File: src/rtl/fetch_queue_pkg.sv
// Shared definitions for the fetch queue: field widths and the layout of one queued entry.
package fetch_queue_pkg;

    localparam int IW = 16;               // instruction width
    localparam int AW = 16;               // PC width

    // Entry layout, LSB first: pc, then the predicted-taken bit, then the instruction.
    localparam int ENT_W    = IW + AW + 1;
    localparam int ENT_PC   = 0;
    localparam int ENT_P    = AW;
    localparam int ENT_INST = AW + 1;

    // Packed so that the field offsets above hold for the struct as a whole.
    typedef struct packed {
        logic [IW-1:0] inst;
        logic          p;
        logic [AW-1:0] pc;
    } fq_entry_t;

    function automatic fq_entry_t make_entry(input logic [IW-1:0] inst,
                                             input logic          p,
                                             input logic [AW-1:0] pc);
        fq_entry_t e;
        e.inst = inst;
        e.p    = p;
        e.pc   = pc;
        return e;
    endfunction

endpackage

File: src/rtl/fetch_queue.sv
// Dual-wide instruction buffer between fetch and decode.
// Up to two entries enter per cycle (compacted, slot 0 first) and up to two oldest
// entries are presented to decode in program order. A flush empties the queue.
//
// Handshake: fetch input is taken on an edge when stall is low; stall depends only on
// registered occupancy, so fetch simply holds its slots until stall drops. Output slot k
// is consumed on an edge when outk_v and outk_rdy are both high; slot 1 additionally
// needs out0_rdy, so decode can never take the second-oldest entry ahead of the oldest.
module fetch_queue
    import fetch_queue_pkg::*;
#(
    parameter int DEPTH = 8
) (
    input  logic                     clk,
    input  logic                     rst,
    input  logic                     flush,
    input  logic [IW-1:0]            in_i1,
    input  logic [IW-1:0]            in_i2,
    input  logic                     in_i1v,
    input  logic                     in_i2v,
    input  logic                     in_i1p,
    input  logic                     in_i2p,
    input  logic [AW-1:0]            in_i1pc,
    input  logic [AW-1:0]            in_i2pc,
    output logic                     stall,
    output logic                     out0_v,
    output logic [IW-1:0]            out0_inst,
    output logic                     out0_p,
    output logic [AW-1:0]            out0_pc,
    output logic                     out1_v,
    output logic [IW-1:0]            out1_inst,
    output logic                     out1_p,
    output logic [AW-1:0]            out1_pc,
    input  logic                     out0_rdy,
    input  logic                     out1_rdy,
    output logic [$clog2(DEPTH):0]   count
);

    localparam int PW = $clog2(DEPTH);
    localparam int CW = PW + 1;

    fq_entry_t         mem_q [DEPTH];
    logic [PW-1:0]     head_q, head_d;
    logic [PW-1:0]     tail_q, tail_d;
    logic [CW-1:0]     count_q, count_d;

    logic              accept;
    logic [1:0]        n_in;
    logic [1:0]        n_out;
    logic [PW-1:0]     wr_idx1;
    logic [PW-1:0]     head1;
    fq_entry_t         rd0;
    fq_entry_t         rd1;

    // Stall and handshake terms; stall looks only at registered occupancy.
    always_comb begin
        stall   = (count_q >= CW'(DEPTH - 1));
        accept  = !stall && !flush && !rst;
        n_in    = accept ? ({1'b0, in_i1v} + {1'b0, in_i2v}) : 2'd0;
        n_out   = {1'b0, out0_v & out0_rdy} + {1'b0, out1_v & out1_rdy & out0_rdy};
        // A lone valid slot 1 lands at tail; otherwise slot 1 follows slot 0.
        wr_idx1 = tail_q + PW'(in_i1v);
        head1   = head_q + PW'(1);
    end

    // Next-state pointers and occupancy; reset and flush discard everything in flight.
    always_comb begin
        head_d  = head_q + PW'(n_out);
        tail_d  = tail_q + PW'(n_in);
        count_d = count_q + CW'(n_in) - CW'(n_out);
        if (rst || flush) begin
            head_d  = '0;
            tail_d  = '0;
            count_d = '0;
        end
    end

    // Pointer and occupancy registers.
    always_ff @(posedge clk) begin
        if (rst) begin
            head_q  <= '0;
            tail_q  <= '0;
            count_q <= '0;
        end else begin
            head_q  <= head_d;
            tail_q  <= tail_d;
            count_q <= count_d;
        end
    end

    // Entry storage; contents are not reset since valid is derived from count.
    always_ff @(posedge clk) begin
        if (accept) begin
            if (in_i1v) mem_q[tail_q]  <= make_entry(in_i1, in_i1p, in_i1pc);
            if (in_i2v) mem_q[wr_idx1] <= make_entry(in_i2, in_i2p, in_i2pc);
        end
    end

    // Dispatch view of the two oldest entries; data forced to zero when not valid.
    always_comb begin
        out0_v    = (count_q >= CW'(1));
        out1_v    = (count_q >= CW'(2));
        rd0       = mem_q[head_q];
        rd1       = mem_q[head1];
        out0_inst = '0;
        out0_p    = 1'b0;
        out0_pc   = '0;
        out1_inst = '0;
        out1_p    = 1'b0;
        out1_pc   = '0;
        if (out0_v) begin
            out0_inst = rd0.inst;
            out0_p    = rd0.p;
            out0_pc   = rd0.pc;
        end
        if (out1_v) begin
            out1_inst = rd1.inst;
            out1_p    = rd1.p;
            out1_pc   = rd1.pc;
        end
        count = count_q;
    end

endmodule

File: config.mk
export PLATFORM = sky130hd
export DESIGN_NAME = fetch_queue
export DESIGN_NICKNAME = d
export VERILOG_FILES = /design/src/rtl/fetch_queue_pkg.sv /design/src/rtl/fetch_queue.sv
export SDC_FILE = /design/constraint.sdc
export NUM_CORES = 1
export LEC_CHECK = 0
export CAP_MARGIN = 20
export CORE_MARGIN = 2
export CORE_UTILIZATION = 50
export CTS_CLUSTER_SIZE = 8
export DETAILED_ROUTE_END_ITERATION = 7
export PLACE_DENSITY = 0.75
export SLEW_MARGIN = 20
export SYNTH_ARGS = -nofsm -noshare
export SYNTH_HDL_FRONTEND = slang
export SYNTH_SLANG_ARGS = --single-unit
File: constraint.sdc
create_clock -name clk -period 4.6 [get_ports clk]
set_input_delay 0.92 -clock clk [delete_from_list [all_inputs] [get_ports clk]]
set_output_delay 0.92 -clock clk [all_outputs]
set_load 0.1 [all_outputs]
==> impl_metrics.ini, run 1 <==
[global_route]
grt_util_met1 = 0.341
top_usage_layer = met2
grt_pass1_wl_um = 61600
grt_use_met3 = 0.0472
antenna_found_initial = 0
grt_max_degree = 134
first_global_vias = 10271
grt_use_met2 = 0.413
grt_usage = 0.250
grt_overflow = 0

[placed_design]
portBuffers = 145
place_congestion = 0.770
dpl.hpwl_um = 24100
dp.cells = 1416

[synthesis]
synth_nets = 1001
yosysSeqAreaShare = 0.517
syn_avg_cell_area_um2 = 17.3
netlist_area_um2 = 15700
ys_ff_latch = 274
yosysUniqueCellTypes = 37
syn_inst = 910
yosysWarnings = 0

[critical_path]
cp_slowest_stage_delay_ns = 0.85
start_kind = register
cp.arrival_ns = 3.10
path_cells = inv_1, ha_1, o21ai_0, a21boi_4, buf_4, a22o_1, buf_4
r2r-start = count[2]
cp_max_fo = 21
crit_type = register to output pin
cp_slowest_cell = a21boi_4
worst-r2r-setup-slack_ns = 1.07
end_kind = output pin
reg2reg_to = count[3]
required_ns = 3.68
cpMostUsedCell = buf_4
reg2reg_depth = 12

[cts]
clockRootBuffer = clkbuf_16
cts_buffers = 40
htreeDepth = 2
clockBufferDepth = 3
clk_pin_slew_ns = 0.05
postCtsSetupRepairBufs = 0
cts_resized = 0
clk_latency_ns = 0.52
clock_sinks = 274
ctsHoldBuffers = 0
cts_tree = done

[timing]
worst_slew_pin_slew_ns = 0.981
final_max_slew_viol_count = 0
finalCritPeriodShare = 0.873
setup_viol = 0
slew_headroom = 0.344
fin_crit_ns = 4.02
max_freq_mhz = 249
hold_viol_final = 0
timing.setup.tns_ns = 0
rsz0062_at_grt = no
fin_skew_ns = 0.0207

[cells_and_area]
final_cell_mix = edfxtp_1 (264), mux2_2 (246), mux4_2 (132)
final_nets = 1153
fillers = 2295
final_common_cell = edfxtp_1
layout-drive-gt1-share = 0.510
syn2layout_area_growth_pct = 19.8
diodes = 0
fin_cells = 1465

[routing]
ant_nets = 0
first_iter_violations = 896
drc = 0
vias = 9640
vias_per_cell = 6.58
wl_per_cell_um = 27.7
first_pass_iters = 5
routed_wl_um = 40600

[die]
die_h_um = 181
initial_core_util = 0.511
io_pins = 146
die_w_um = 181
die_area_um2 = 32900
core_um2 = 30700
row_count = 64

[hold_path]
min_path_type = register to register
hold_end = head_q[2]
whs_path_depth = 2
hold_start = head_q[2]

[flow_run]
cap_violations = 0

[power]
total_leakage_power_nw = 6.30
peakVddDrop_mv = 0.986
power.density_nw_per_um2 = 558

[status]
status = finished, final reports clean
[flip-flops by register name (all words and copies together) (netlist names)]
register	cells
head_q	3
mem_q	264
tail_q	3
count	4
[cells in the mapped netlist]
| master | n | area, um^2 |
|---|---|---|
| mux2_2 | 246 | 2770 |
| nand4_1 | 7 | 43.8 |
| buf_1 | 14 | 52.6 |
| buf_2 | 33 | 165 |
| o21ai_0 | 1 | 5.00 |
| xnor2_1 | 1 | 8.76 |
| nor2_1 | 12 | 45.0 |
| a21o_1 | 1 | 7.51 |
| nor2b_1 | 4 | 25.0 |
| a21boi_0 | 1 | 7.51 |
| nand3_1 | 5 | 25.0 |
| fa_1 | 4 | 80.1 |
| ha_1 | 14 | 175 |
| a32oi_1 | 1 | 8.76 |
| and3_1 | 2 | 12.5 |
| a21oi_1 | 6 | 30.0 |
| xnor2_2 | 1 | 16.3 |
| clkbuf_1 | 25 | 93.8 |
| a31oi_1 | 1 | 6.26 |
| or2_2 | 1 | 6.26 |
| edfxtp_1 | 264 | 7930 |
| nand4_2 | 2 | 25.0 |
| mux2i_1 | 1 | 10.0 |
| a21boi_1 | 1 | 7.51 |
| nor3b_1 | 1 | 7.51 |
| a22o_1 | 66 | 578 |
| and2_1 | 5 | 31.3 |
| and3b_1 | 2 | 17.5 |
| or3_1 | 1 | 6.26 |
| inv_1 | 13 | 48.8 |
| xor2_2 | 1 | 16.3 |
| mux4_2 | 132 | 2970 |
| mux2_1 | 18 | 203 |
| dfxtp_1 | 10 | 200 |
| nand2_1 | 7 | 26.3 |
| a22oi_1 | 3 | 22.5 |
| xor2_1 | 3 | 26.3 |
[kinds of logic (layout without fill, tap and decap cells)]
group                      Yosys count  count (layout)  share of synthesized area
AOI/OAI and AO/OA                   81              81                     0.0428
xor gates and xnor gates             6               6                    0.00430
adders and majority gates           18              18                     0.0162
buffers and inverters               85             244                     0.0229
DFF                                274             274                      0.517
muxes                              397             397                      0.379
and+or+nand+nor                     49              49                     0.0173
[metrics by stage]
stage               total power, mW  hold WS [ns]   util  instance area (um^2)  setup WS (ns)
floorplan                      6.75         0.538      -                 15700          0.460
global placement               7.90         0.599  0.577                 17700          0.653
global route                   10.8         0.663  0.612                 18800          0.442
finish                         10.5         0.618  0.612                 18800          0.584
detailed placement             7.94         0.615  0.577                 17700          0.615
CTS                            10.6         0.626  0.612                 18800          0.543
[critical path: cells and delay by family (launching register included)]
family | cells | cell delay [ns]
compound gates | 3 | 1.32
fa+ha+maj | 1 | 0.17
buf+inv | 3 | 0.75
flops | 1 | 0.33
[how the worst max path moves through the flow]
| stage | start | end | slack, ns | cells past startpoint |
|---|---|---|---|---|
| after detailed placement | in_i1v | mem_q[7][14] | 0.61 | 7 |
| after floorplan | count[2] | count[3] | 0.46 | 12 |
| after global placement | in_i1v | mem_q[7][29] | 0.65 | 7 |
| final | count[2] | out0_pc[5] | 0.58 | 7 |
| after global routing | count[2] | out1_v | 0.44 | 5 |
| after CTS | count[2] | out1_v | 0.54 | 5 |
[layout make-up]
class                   instances  area, um^2  area share
well taps                     396         495      0.0263
clock inverters                 2        23.8     0.00126
multi-input cells             551        7340       0.390
flip-flops and latches        274        8140       0.432
repair buffers                182        1710      0.0911
inverters                      13        48.8     0.00259
clock buffers                  47        1070      0.0568
[per-layer routing]
layer / wire length (um) / part of all wire
met1: 16400 / 0.40
met5: 0 / 0
met2: 20000 / 0.49
met4: 945 / 0.023
met3: 3190 / 0.079
[power breakdown]
group / internal (mW) / total [mW] / switching [mW]
Clock: 1.61 / 2.61 / 0.994
Combinational: 1.39 / 5.07 / 3.68
Sequential: 2.79 / 2.82 / 0.0282
Note: power is estimated with default switching activity, not from simulation.
==> run 2: changes to the inputs <==
--- a/config.mk
+++ b/config.mk
@@ -10,6 +10,7 @@
 export CORE_UTILIZATION = 50
 export CTS_CLUSTER_SIZE = 8
 export DETAILED_ROUTE_END_ITERATION = 7
+export GPL_ROUTABILITY_DRIVEN = 0
 export PLACE_DENSITY = 0.75
 export SLEW_MARGIN = 20
 export SYNTH_ARGS = -nofsm -noshare
==> constraint.sdc (replaced) <==
create_clock -name clk -period 4.6 [get_ports clk]
set_input_delay 1.38 -clock clk [delete_from_list [all_inputs] [get_ports clk]]
set_output_delay 1.38 -clock clk [all_outputs]
set_load 0.1 [all_outputs]
==> impl_metrics.ini, run 2 (synthesized netlist as in run 1, its figures left out) <==
[timing]
timing.hold.ws_ns = 0.629
finalCritPeriodShare = 0.940
final_max_slew_viol_count = 0
fin_skew_ns = 0.0193
worst_slew_pin_slew_ns = 0.973
postLayoutSetupSlackWorst_ns = 0.275
setup_viol = 0
fin_crit_ns = 4.33
max_freq_mhz = 231
rsz0062_at_grt = no
slew_headroom = 0.349
hold_viol_final = 0
timing.setup.tns_ns = 0

[routing]
wl_per_cell_um = 27.5
first_iter_violations = 805
ant_nets = 0
vias_per_cell = 6.62
vias = 9725
routed_wl_um = 40400
drc = 0
first_pass_iters = 5

[power]
pwr-share-clk = 0.237
power.switching_mw = 4.79
fin_total_pwr_mw = 11.0
swShare = 0.437
power.density_nw_per_um2 = 568
peakVddDrop_mv = 0.910
pwr-share-seq = 0.258
p_int_mw = 6.17
total_leakage_power_nw = 6.43
power_frac_comb = 0.505

[cts]
clockBufferDepth = 3
clk_pin_slew_ns = 0.04
cts_tree = done
postCtsSetupRepairBufs = 0
cts_resized = 0
cts_buffers = 40
clk_latency_ns = 0.52
ctsHoldBuffers = 0
clock_sinks = 274
htreeDepth = 2
clockRootBuffer = clkbuf_16

[critical_path]
cp_slowest_cell = a21oi_4
end_kind = output pin
reg2reg_to = count[3]
worst-r2r-setup-slack_ns = 1.48
endpoint = out0_pc[0]
path_cells = inv_1, ha_1, o21ai_0, a21oi_4, buf_4, a22o_1, buf_4
required_ns = 3.22
r2r-start = count[2]
start_kind = register
crit_type = register to output pin
cp_slowest_stage_delay_ns = 0.71
reg2reg_depth = 13
startpoint = count[2]
cp.arrival_ns = 2.95
cpMostUsedCell = buf_4
cp_max_fo = 15

[placed_design]
dp_slack_ns = 0.476
dpl.hpwl_um = 24100
portBuffers = 145
dp.cells = 1417
place_area_um2 = 18200

[die]
row_count = 64
initial_core_util = 0.511
die_area_um2 = 32900
die_w_um = 181
io_pins = 146
core_um2 = 30700
die_h_um = 181

[cells_and_area]
fin_util = 0.627
final_nets = 1154
final_cell_mix = edfxtp_1 (264), mux2_2 (246), mux4_2 (132)
fin_cells = 1469
layout-drive-gt1-share = 0.514
design_area_um2 = 19300
fillers = 2239
top_register = mem_q
final_common_cell = edfxtp_1
syn2layout_area_growth_pct = 22.7
largest_register_ffs = 264

[global_route]
grt_usage = 0.250
grt_overflow = 0
grt_max_degree = 134
grt_pass1_wl_um = 62000
first_global_vias = 10276
antenna_found_initial = 3

[hold_path]
whs_path_depth = 2
min_path_type = register to register

[flow_run]
cap_violations = 0

[status]
status = finished, final reports clean
-- run 2: worst min-delay path by stage --
stage / start / to / slack, ns
4_1_cts: head_q[2] / head_q[2] / 0.64
5_1_grt: count[0] / count[0] / 0.69
3_5_place_dp: head_q[2] / head_q[2] / 0.62
3_3_place_gp: head_q[2] / head_q[2] / 0.60
2_1_floorplan: head_q[2] / head_q[2] / 0.54
6_report: head_q[2] / head_q[2] / 0.63
-- run 2: area by class of cell --
cell class	instances	area, um^2	share of cell area
sequential	274	8140	0.422
multi-input combinational	551	7340	0.381
timing repair buffer	183	2160	0.112
clock buffer	46	1070	0.0553
tap	396	495	0.0257
inverter	13	48.8	0.00253
clock inverter	3	26.3	0.00136
antenna	3	7.51	0.000389
-- run 2: metal layers --
metal	up-vias	GRT usage	wire, um
met4	2	0.0706	978
met1	5119	0.338	16500
met2	405	0.416	20100
met3	79	0.0450	2850
met5	-	0	16
li1	4120	-	-
-- run 2: power by group through the flow --
| stage | Combinational, mW | Clock, mW | Sequential [mW] |
|---|---|---|---|
| 5_1_grt | 5.71 | 2.74 | 2.83 |
| 3_5_place_dp | 5.52 | 0 | 2.87 |
| 2_1_floorplan | 3.81 | 0 | 2.94 |
| 3_3_place_gp | 5.50 | 0 | 2.87 |
| 6_report | 5.53 | 2.60 | 2.82 |
| 4_1_cts | 5.54 | 2.63 | 2.82 |
-- run 2: critical path: cells and delay by family, from the launching register on --
kind | cells | cell delay, ns
AOI/OAI and AO/OA | 3 | 1.18
adders and majority gates | 1 | 0.17
buffers and inverters | 3 | 0.74
DFF | 1 | 0.33
